## src/rtl/video_tx_pkg.sv

```systemverilog
// rtl/video_tx_pkg.sv - config word layout, field ID constants, lock-state enum and decoded config struct
package video_tx_pkg;

  localparam int H_TOTAL_LSB     = 0;
  localparam int H_ACTIVE_LSB    = 12;
  localparam int H_SYNCLEN_LSB   = 24;
  localparam int H_BACKPORCH_LSB = 0;
  localparam int V_TOTAL_LSB     = 9;
  localparam int V_ACTIVE_LSB    = 20;
  localparam int INTERLACED_BIT  = 31;
  localparam int V_SYNCLEN_LSB   = 0;
  localparam int V_BACKPORCH_LSB = 4;

  localparam logic FID_ODD  = 1'b1;
  localparam logic FID_EVEN = 1'b0;

  typedef enum logic [1:0] {
    UNLOCKED,
    TRACKING,
    LOCKED
  } lock_state_e;

  typedef struct packed {
    logic [11:0] h_total;
    logic [11:0] h_active;
    logic [7:0]  h_synclen;
    logic [8:0]  h_backporch;
    logic [10:0] v_total;
    logic [10:0] v_active;
    logic        interlaced;
    logic [3:0]  v_synclen;
    logic [8:0]  v_backporch;
  } video_cfg_t;

  function automatic video_cfg_t decode_cfg(input logic [31:0] c1,
                                            input logic [31:0] c2,
                                            input logic [12:0] c3);
    video_cfg_t c;
    c.h_total     = c1[H_TOTAL_LSB +: 12];
    c.h_active    = c1[H_ACTIVE_LSB +: 12];
    c.h_synclen   = c1[H_SYNCLEN_LSB +: 8];
    c.h_backporch = c2[H_BACKPORCH_LSB +: 9];
    c.v_total     = c2[V_TOTAL_LSB +: 11];
    c.v_active    = c2[V_ACTIVE_LSB +: 11];
    c.interlaced  = c2[INTERLACED_BIT];
    c.v_synclen   = c3[V_SYNCLEN_LSB +: 4];
    c.v_backporch = c3[V_BACKPORCH_LSB +: 9];
    return c;
  endfunction

endpackage

```

## src/rtl/video_tx_framelock.sv

```systemverilog
// rtl/video_tx_framelock.sv - framelock FSM: counts in-phase reference pulses, requests resync otherwise
module video_tx_framelock
  import video_tx_pkg::*;
(
  input  logic clk,
  input  logic reset,
  input  logic lock_en,
  input  logic vsync_ref,
  input  logic frame_wrap,
  output logic resync,
  output logic locked
);

  lock_state_e state, state_n;
  logic [1:0]  match_cnt, match_cnt_n;

  always_ff @(posedge clk) begin
    if (reset) begin
      state     <= UNLOCKED;
      match_cnt <= '0;
    end else begin
      state     <= state_n;
      match_cnt <= match_cnt_n;
    end
  end

  // A reference pulse on the last cycle of a frame is in phase; anything else re-aligns the counters.
  always_comb begin
    state_n     = state;
    match_cnt_n = match_cnt;
    resync      = 1'b0;
    if (!lock_en) begin
      state_n     = UNLOCKED;
      match_cnt_n = '0;
    end else if (vsync_ref) begin
      if (frame_wrap) begin
        if (match_cnt != 2'd3) match_cnt_n = match_cnt + 2'd1;
        state_n = (match_cnt_n == 2'd3) ? LOCKED : TRACKING;
      end else begin
        resync      = 1'b1;
        state_n     = UNLOCKED;
        match_cnt_n = '0;
      end
    end
  end

  assign locked = (state == LOCKED);

endmodule

```

## src/rtl/video_tx_timing_gen.sv

```systemverilog
// rtl/video_tx_timing_gen.sv - video sync/DE timing generator with framelock
// VIDEO_TX_INTERLACE_EN enables interlaced field generation; otherwise FID_o is tied odd.
module video_tx_timing_gen
  import video_tx_pkg::*;
(
  input  logic        PCLK_i,
  input  logic        reset_i,
  input  logic [31:0] hv_out_config,
  input  logic [31:0] hv_out_config2,
  input  logic [31:0] hv_out_config3,
  input  logic        vsync_ref_i,
  input  logic        lock_en_i,
  output logic        HSYNC_o,
  output logic        VSYNC_o,
  output logic        DE_o,
  output logic        FID_o,
  output logic [10:0] xpos_o,
  output logic [10:0] ypos_o,
  output logic        sof_o,
  output logic        locked_o
);

  video_cfg_t  cfg_in, sh;
  logic [11:0] h_cnt, h_half;
  logic [10:0] v_cnt, field_lines;
  logic        degen, h_last, v_last, field_wrap, frame_wrap, resync;
  logic        interlaced, fid, hs_low, vs_low, h_in, v_in;
  logic [13:0] h_de_start, h_de_end;
  logic [12:0] v_de_start, v_de_end;
  logic        unused_reserved;

  assign cfg_in          = decode_cfg(hv_out_config, hv_out_config2, hv_out_config3[12:0]);
  assign unused_reserved = ^hv_out_config3[31:13];

`ifdef VIDEO_TX_INTERLACE_EN
  logic fid_out;
  assign interlaced  = sh.interlaced;
  assign field_lines = !interlaced ? sh.v_total :
                       (fid == FID_ODD) ? (sh.v_total >> 1) + 11'd1 : (sh.v_total >> 1);

  always_ff @(posedge PCLK_i) begin
    if (reset_i) begin
      fid     <= FID_ODD;
      fid_out <= FID_ODD;
    end else begin
      if (resync || frame_wrap) fid <= FID_ODD;
      else if (field_wrap)      fid <= FID_EVEN;
      fid_out <= fid;
    end
  end
  assign FID_o = fid_out;
`else
  logic unused_interlace;
  assign unused_interlace = sh.interlaced;
  assign interlaced       = 1'b0;
  assign fid              = FID_ODD;
  assign field_lines      = sh.v_total;
  assign FID_o            = FID_ODD;
`endif

  assign degen      = (sh.h_total < 12'd2) || (sh.v_total < 11'd2);
  assign h_last     = h_cnt >= sh.h_total - 12'd1;
  assign v_last     = v_cnt >= field_lines - 11'd1;
  assign field_wrap = h_last && v_last;
  // A degenerate config parks at frame start so the shadows keep reloading until it becomes valid.
  assign frame_wrap = degen || (field_wrap && (!interlaced || fid == FID_EVEN));

  video_tx_framelock u_framelock (
    .clk        (PCLK_i),
    .reset      (reset_i),
    .lock_en    (lock_en_i),
    .vsync_ref  (vsync_ref_i),
    .frame_wrap (frame_wrap),
    .resync     (resync),
    .locked     (locked_o)
  );

  always_ff @(posedge PCLK_i) begin
    if (reset_i || resync || frame_wrap) begin
      h_cnt <= '0;
      v_cnt <= '0;
      sh    <= cfg_in;
    end else if (h_last) begin
      h_cnt <= '0;
      v_cnt <= v_last ? '0 : v_cnt + 11'd1;
    end else begin
      h_cnt <= h_cnt + 12'd1;
    end
  end

  assign h_half     = sh.h_total >> 1;
  assign h_de_start = 14'(sh.h_synclen) + 14'(sh.h_backporch);
  assign h_de_end   = h_de_start + 14'(sh.h_active);
  assign v_de_start = 13'(sh.v_synclen) + 13'(sh.v_backporch);
  assign v_de_end   = v_de_start + 13'(sh.v_active);
  assign hs_low     = h_cnt < 12'(sh.h_synclen);
  assign h_in       = (14'(h_cnt) >= h_de_start) && (14'(h_cnt) < h_de_end) && (h_cnt < sh.h_total);
  assign v_in       = (13'(v_cnt) >= v_de_start) && (13'(v_cnt) < v_de_end);

  // Even fields shift both vertical sync edges to mid-line.
  always_comb begin
    vs_low = v_cnt < 11'(sh.v_synclen);
    if (interlaced && fid == FID_EVEN) begin
      if (v_cnt == '0) vs_low = (sh.v_synclen != '0) && (h_cnt >= h_half);
      else vs_low = (v_cnt < 11'(sh.v_synclen)) ||
                    ((v_cnt == 11'(sh.v_synclen)) && (h_cnt < h_half));
    end
  end

  always_ff @(posedge PCLK_i) begin
    if (reset_i || degen) begin
      HSYNC_o <= 1'b1;
      VSYNC_o <= 1'b1;
      DE_o    <= 1'b0;
      xpos_o  <= '0;
      ypos_o  <= '0;
      sof_o   <= 1'b0;
    end else begin
      HSYNC_o <= ~hs_low;
      VSYNC_o <= ~vs_low;
      DE_o    <= h_in && v_in;
      xpos_o  <= 11'(h_cnt - 12'(h_de_start));
      ypos_o  <= 11'(v_cnt - 11'(v_de_start));
      sof_o   <= (h_cnt == '0) && (v_cnt == '0) && (fid == FID_ODD);
    end
  end

endmodule

```

## config.mk

```make
export PLATFORM = sky130hd
export DESIGN_NAME = video_tx_timing_gen
export DESIGN_NICKNAME = d
export VERILOG_FILES = /design/src/rtl/video_tx_pkg.sv /design/src/rtl/video_tx_framelock.sv /design/src/rtl/video_tx_timing_gen.sv
export SDC_FILE = /design/constraint.sdc
export NUM_CORES = 1
export LEC_CHECK = 0
export BUFFER_PORTS_ARGS = -buffer_cell sky130_fd_sc_hd__buf_2
export CORE_ASPECT_RATIO = 1.2
export CORE_MARGIN = 5
export CORE_UTILIZATION = 58
export CTS_CLUSTER_SIZE = 10
export DETAILED_ROUTE_END_ITERATION = 6
export PLACE_DENSITY = 0.81
export SETUP_SLACK_MARGIN = 0.5
export SLEW_MARGIN = 15
export SYNTH_ARGS = -nofsm -noshare
export SYNTH_HDL_FRONTEND = slang
export SYNTH_HIERARCHICAL = 1
export SYNTH_SLANG_ARGS = --single-unit
```

## constraint.sdc

```tcl
create_clock -name PCLK_i -period 5.2 [get_ports PCLK_i]
set_clock_uncertainty 0.2 [all_clocks]
set_input_delay 0.78 -clock PCLK_i [delete_from_list [all_inputs] [get_ports PCLK_i]]
set_output_delay 0.78 -clock PCLK_i [all_outputs]
set_load 0.01 [all_outputs]
```

### Word-level counts from Yosys, hierarchy flattened

Index checks and enable logic that the tools add are counted.
Widths: inputs -> output; s select.

| storage, ports and cells | value |
|---|---|
| input port bits | 100 |
| register bits | 129 |
| output and inout bits | 28 |
| word-level logic and storage cells | 72 |

| operators by class | value |
|---|---|
| add/subtract/negate cells | 11 |
| eq/ne operators | 3 |
| bitwise gates (word level) | 3 |
| muxes and demuxes | 11 |
| magnitude comparators | 11 |
| reduce and logical (&&, ||, !) cells | 15 |

Operators by type and width:

| operator | number |
|---|---|
| $sub 11x10->11 | 2 |
| $mux 2 | 7 |
| $add 10x12->13 | 1 |
| $lt 12x13->1 | 1 |
| $add 10x11->12 | 1 |
| $add 12x1->12 const B | 1 |
| $ge 12x10->1 | 1 |
| $ge 12x12->1 | 1 |
| $logic_not 12->1 | 1 |
| $lt 11x12->1 | 1 |
| $lt 12x12->1 | 1 |
| $lt 12x2->1 const B | 1 |
| $lt 12x8->1 | 1 |
| $sub 12x1->12 const B | 1 |
| $add 11x1->11 const B | 1 |
| $ge 11x10->1 | 1 |
| $ge 11x11->1 | 1 |
| $logic_not 11->1 | 1 |
| $lt 11x2->1 const B | 1 |
| $lt 11x4->1 | 1 |
| $mux 11 | 1 |
| $sub 11x1->11 const B | 1 |
| $add 4x9->10 | 1 |
| $add 8x9->10 | 1 |
| other kinds (8) | 23 |

### Depth between registers and ports, before layout

| logic depth | value |
|---|---|
| depth in word-level cells | 10 |
| mapped depth | 21 |
| depth with buffers taken out | 21 |

### Hierarchy

Netlist, hierarchy kept.

Modules (own cells, without submodules):

| module | sequential area each (µm²) | area each (µm²) | cells an instance | instances |
|---|---|---|---|---|
| video_tx_timing_gen | 3,263.1 | 8,237.9 | 804 | 1 |
| video_tx_framelock | 80.1 | 185.2 | 20 | 1 |

### Worst setup path after synthesis

Ideal clock, no wire load.

| timing | value |
|---|---|
| kind | register to register |
| start point | register sh, in the netlist h_half[1] |
| end point | register sh, in the netlist field_lines[0] (enable) |
| stages on the path, launching flop included | 18 |
| data required time | 4.624 ns |
| period minus slack after synthesis | 4.597 ns |
| arrival | 4.021 ns |
| path slack | 0.603 ns |
| path buffers | 2 |
| setup time | 0.376 ns |
| cell sequence | edfxtp_1 > nor4_1 > nand2_1 > nor4_1 > xnor2_1 > ha_1 > a21o_1 > a211o_4 > a211oi_4 > or2_1 > buf_6 > nor3_1 > nand3b_1 > nor2b_4 > and2_1 > nor2_1 > o31ai_2 > buf_6 |

| on the way | value |
|---|---|
| cells in the longest elaborated chain, start to end | 9 |
| elaborated cells between the ends (all ways) | 11 |

RTL lines:

| element | RTL line | RTL |
|---|---|---|
| from (decl) | video_tx_timing_gen.sv:23 | `video_cfg_t cfg_in, sh;` |
| from (signal assigned) | video_tx_timing_gen.sv:82 | `sh <= cfg_in;` |
| $sub 12x1->12 | video_tx_timing_gen.sv:62 | `assign h_last = h_cnt >= sh.h_total - 12'd1;` |
| $ge 12x12->1 | video_tx_timing_gen.sv:62 |  |
| $logic_and 1x1->1 | video_tx_timing_gen.sv:64 | `assign field_wrap = h_last && v_last;` |
| $logic_or 1x1->1 * | video_tx_timing_gen.sv:66 | `assign frame_wrap = degen \|\| (field_wrap && (!interlaced \|\| fid == FID_EVEN));` |
| named net frame_wrap | video_tx_timing_gen.sv:26 | `logic degen, h_last, v_last, field_wrap, frame_wrap, resync;` |
| $mux 1 * | video_tx_framelock.sv:36 | `if (frame_wrap) begin` |
| $mux 1 * | video_tx_framelock.sv:35 | `end else if (vsync_ref) begin` |
| $mux 1 * | video_tx_framelock.sv:32 | `if (!lock_en) begin` |
| named net resync | video_tx_timing_gen.sv:26 |  |
| $logic_or 1x1->1 * (2 in series) | video_tx_timing_gen.sv:79 | `if (reset_i \|\| resync \|\| frame_wrap) begin` |

The timed path passes the listed nets; every way through them passes the cells marked *.
A chain may end at the register's enable or synchronous reset.

### Worst setup path in the final report

| timing | value |
|---|---|
| start point | register sh[45] (netlist name) |
| end point | register DE_o |

| on the way | value |
|---|---|
| cells in the longest elaborated chain, start to end | 6 |
| elaborated cells between the ends (all ways) | 7 |

RTL lines:

| element | RTL line | RTL |
|---|---|---|
| $add 8x9->10 * | video_tx_timing_gen.sv:92 | `assign h_de_start = 14'(sh.h_synclen) + 14'(sh.h_backporch);` |
| $add 10x12->13 | video_tx_timing_gen.sv:93 | `assign h_de_end = h_de_start + 14'(sh.h_active);` |
| $lt 12x13->1 | video_tx_timing_gen.sv:97 | `assign h_in = (14'(h_cnt) >= h_de_start) && (14'(h_cnt) < h_de_end) && (h_cnt < sh.h_total);` |
| $logic_and 1x1->1 * (2 in series) | video_tx_timing_gen.sv:97 |  |
| $logic_and 1x1->1 * | video_tx_timing_gen.sv:121 | `DE_o <= h_in && v_in;` |
| to (signal assigned) | video_tx_timing_gen.sv:121 |  |
| to (decl) | video_tx_timing_gen.sv:15 | `output logic DE_o,` |

Mark *: on every way between the ends. The rest lies on a longest branch, timed or not.

==> out/qor.txt <==
Status - completed
FF+latch count, synth - 129
Multi-input gate area - 0.00495 mm2
Slew headroom - 37.4%
Number of global-route vias before repair - 6539
GR Layer Usage met1 - 23.8%
Core area - 0.0144 mm2
Tcrit/Tclk final - 88.5%
Worst path cell trace - ha_2, fa_2, a21o_1, a21oi_2, nor2b_1, o21a_1, o41ai_4, xnor2_1, ha_2, or3_1, o21ai_1, xor2_1, ha_1, a21o_1, a21o_1, a21oi_1, a32oi_1, nor4_2
Antenna violations before repair - 0
Total wirelength of the detailed-routed design - 18300 um
Critical Setup Path Class - flip-flop to flip-flop
Main flop type after synthesis - sky130_fd_sc_hd__edfxtp_1
Signed area change from the synthesized netlist to the final layout - 18.2%
CP Data Arrival Time - 4740 ps
Register clock-pin slew on the reported worst setup and hold paths - 60 ps
First-pass iteration count of the detailed router - 5
Met3 capacity usage during global routing - 4.85%
Number of antenna diodes - 0
Biggest area consumer among synthesized cells - sky130_fd_sc_hd__edfxtp_1
Number of warnings printed during yosys synthesis - 6
Number of placed I/O pins - 128
Total number of H-tree levels - 4
Most common cell type on the critical path - sky130_fd_sc_hd__a21o_1
Vias/cell - 5.69
Post-detailed-route DRC marker count - 0
Portion of the post-synthesis area used by sequential elements - 39.7%
Cell with the largest stage delay on the worst path - sky130_fd_sc_hd__edfxtp_1
Clock Tree Buf Depth - 2
Busiest layer in global routing - met2
Routed wirelength normalized by instance count - 16.0 um
Critical Path Fanout Max - 4
Root Buffer - sky130_fd_sc_hd__clkbuf_16
Largest net degree at the start of global routing - 40
Post-CTS Hold Buffers - 0
DPL Wire Length - 13800 um
Fill cells - 1044
Setup repair after global routing missed its margin - no
Die X-Extent - 120 um
Fin Setup TNS - 0 ps
Number of enable flip-flop cells after synthesis - 76
Initial core utilization - 58.7%
Drt initial violations - 381
Dominant cells by area after synthesis - sky130_fd_sc_hd__edfxtp_1, sky130_fd_sc_hd__ha_1, sky130_fd_sc_hd__dfxtp_1
Share of the synthesized area in the top cell type - 27.1%
Syn Inst Count - 824
Count of clock tree sinks - 129
Min Tclk post-route - 4600 ps
Number of nets at the end of the flow - 1189
Leak Pwr - 4.49 nW
Net Count, Synth - 1057
Total area of sequential cells - 0.00334 mm2
Maximum resistive drop on vdd - 0.230 mV
Synth Area per Inst - 10.2 um2
Total global-route track usage - 21.7%
Power density normalized to cell area - 318 mW/mm2
Mapped cell area - 0.00842 mm2
Number of hold-slack violations in the final timing report - 0
Remaining Overflow, GRT - 0
Antenna violation net count after detailed routing - 0
Highest clock frequency the design can meet - 217 MHz
Number of distinct library cells after synthesis - 62
CTS tree - built
Met2 demand-to-capacity share in global routing - 40.5%
Fraction of registers with async set or reset after synthesis - 0%
Critical path data required time - 5330 ps
Worst-margin pin slew - 936 ps
Wire length of the first global-routing pass - 29600 um
Fraction of layout instances using a drive strength above 1 - 19.1%
Number of standard cells in the layout, taps in and fillers out - 1144
Worst Setup End Kind - flip-flop
Slew Viols, Final - 0
Die Outline Area - 0.0170 mm2
Final-report setup violation count - 0
Vias - 6515
Post-route worst hold slack - 267 ps
RD Place Congestion - 0.900
Clock insertion delay at the later pin of the skew report - 420 ps
Die extent in y - 142 um
Port buffer count - 106
Biggest cell delay along the critical path - 400 ps
CTS Buf Count - 17
Inst Count DP - 1106
Nature of the critical path startpoint - flip-flop
Path type of the worst min-delay path - flip-flop to flip-flop
Std cell rows - 48
Max-capacitance violation count - 0
## per-layer routing
layer	vias to the layer above	wire (um)
li1	3263	-
met3	53	939
met4	0	625
met1	3011	7190
met5	-	0
met2	188	9590
## cells in the mapped netlist, types with 4 or more instances
cell type,count
sky130_fd_sc_hd__ha_1,127
sky130_fd_sc_hd__edfxtp_1,76
sky130_fd_sc_hd__nor2_1,72
sky130_fd_sc_hd__inv_1,56
sky130_fd_sc_hd__dfxtp_1,53
sky130_fd_sc_hd__xnor2_1,53
sky130_fd_sc_hd__a21oi_1,46
sky130_fd_sc_hd__xor2_1,37
sky130_fd_sc_hd__nand2_1,34
sky130_fd_sc_hd__o21ai_0,30
sky130_fd_sc_hd__nand3_1,28
sky130_fd_sc_hd__nor3_1,24
sky130_fd_sc_hd__nand2b_1,21
sky130_fd_sc_hd__nor4_1,16
sky130_fd_sc_hd__nor2b_1,14
sky130_fd_sc_hd__a21o_1,12
sky130_fd_sc_hd__nand4_1,12
sky130_fd_sc_hd__nor2_2,10
sky130_fd_sc_hd__a211oi_1,7
sky130_fd_sc_hd__and3_1,7
sky130_fd_sc_hd__o21a_1,7
sky130_fd_sc_hd__fa_1,6
sky130_fd_sc_hd__and2_1,5
sky130_fd_sc_hd__nor3b_1,5
sky130_fd_sc_hd__o2111ai_1,5
sky130_fd_sc_hd__o211ai_1,5
sky130_fd_sc_hd__or3_1,5
sky130_fd_sc_hd__a31oi_1,4
## through the flow
step / instance area (um2) / utilization [%] / setup WS, ps / total power [mW]
final: 9950 / 69.3 / 598 / 3.17
after global routing: 9950 / 69.3 / 441 / 3.35
after CTS: 9800 / 68.3 / 524 / 3.15
after detailed placement: 9220 / 64.2 / 435 / 1.98
after global placement: 9220 / 64.2 / 585 / 1.96
after floorplan: 8420 / - / 603 / 1.77
## worst max-delay path, delay by kind of cell (launching register included)
| family | cells | cell delay [ps] |
|---|---|---|
| AO/OA/AOI/OAI | 9 | 1740 |
| XOR/XNOR | 2 | 370 |
| AND/OR/NAND/NOR | 3 | 740 |
| adder cells (fa/ha/maj) | 4 | 1050 |
| flip-flops | 1 | 400 |
## cells by family (layout without fill, tap and decap cells)
group	after synthesis	in the layout	share of synthesized area, %
AND/OR/NAND/NOR	263	263	15.9
AO/OA/AOI/OAI	145	145	11.6
adder cells (fa/ha/maj)	133	133	20.3
flip-flops	129	129	39.7
XOR/XNOR	90	90	9.36
buffers and inverters	62	207	3.00
other	1	1	0.0445
multiplexers	1	1	0.119
## power by group
part | leakage (nW) | internal (mW) | switching, mW
clock network | 0.285 | 0.743 | 0.416
registers | 1.19 | 1.16 | 0.0446
logic | 3.01 | 0.353 | 0.451
total | 4.49 | 2.26 | 0.912
## path summary, 6_finish.rpt
| path | startpoint | to | slack, ps | cells after the start |
|---|---|---|---|---|
| worst max-delay path | sh[45] | DE_o | 600 | 18 |
| worst min-delay path | u_framelock/state[1] | u_framelock/state[1] | 270 | 2 |
| worst max register to register | sh[45] | DE_o | 600 | 18 |
| worst min register to register | u_framelock/state[1] | u_framelock/state[1] | 270 | 2 |
## sequential cells by signal, summed over array words and instances (netlist names), 2 cells and up
signal,flops
h_half,11
sh,54
u_framelock/match_cnt,2
field_lines,11
h_cnt,12
u_framelock/state,2
v_cnt,11
xpos_o,11
ypos_o,11
## cells in the final DEF (no fill, tap or decap), drive strengths merged, types with 4 or more instances in the layout
cell / Yosys / final
nand2: 34 / 34
xnor2: 53 / 53
nor2b: 15 / 15
nor3b: 5 / 5
o21ai: 32 / 32
or3: 5 / 5
fa: 6 / 6
buf: 4 / 119
and3: 7 / 7
a31oi: 4 / 4
edfxtp: 76 / 76
nand3: 28 / 28
nor3: 25 / 25
a211o: 4 / 4
a21oi: 46 / 46
a21o: 12 / 12
xor2: 37 / 37
ha: 127 / 127
clkbuf: 2 / 19
clkinv: 0 / 9
o21a: 7 / 7
inv: 56 / 56
nand4: 12 / 12
a211oi: 8 / 8
nor4: 16 / 16
dfxtp: 53 / 53
and2: 5 / 5
nand2b: 21 / 21
o2111ai: 5 / 5
o211ai: 5 / 5
nor2: 82 / 82
## area by class of cell
type | instances | area share, %
Clock buffer | 19 | 4.35
Sequential cell | 129 | 33.6
Tap cell | 175 | 2.20
Clock inverter | 13 | 1.45
Timing Repair Buffer | 119 | 6.56
Multi-Input combinational cell | 633 | 49.7
Inverter | 56 | 2.11
## repair_timing
item | 4_1_cts | 5_1_grt
setup buffers | 0 | 6
pin swaps | 0 | 5
gates resized for setup | 2 | 27
endpoints found under the setup margin | 1 | 96
gates cloned | 0 | 0
(Power assumes the default switching activity.)
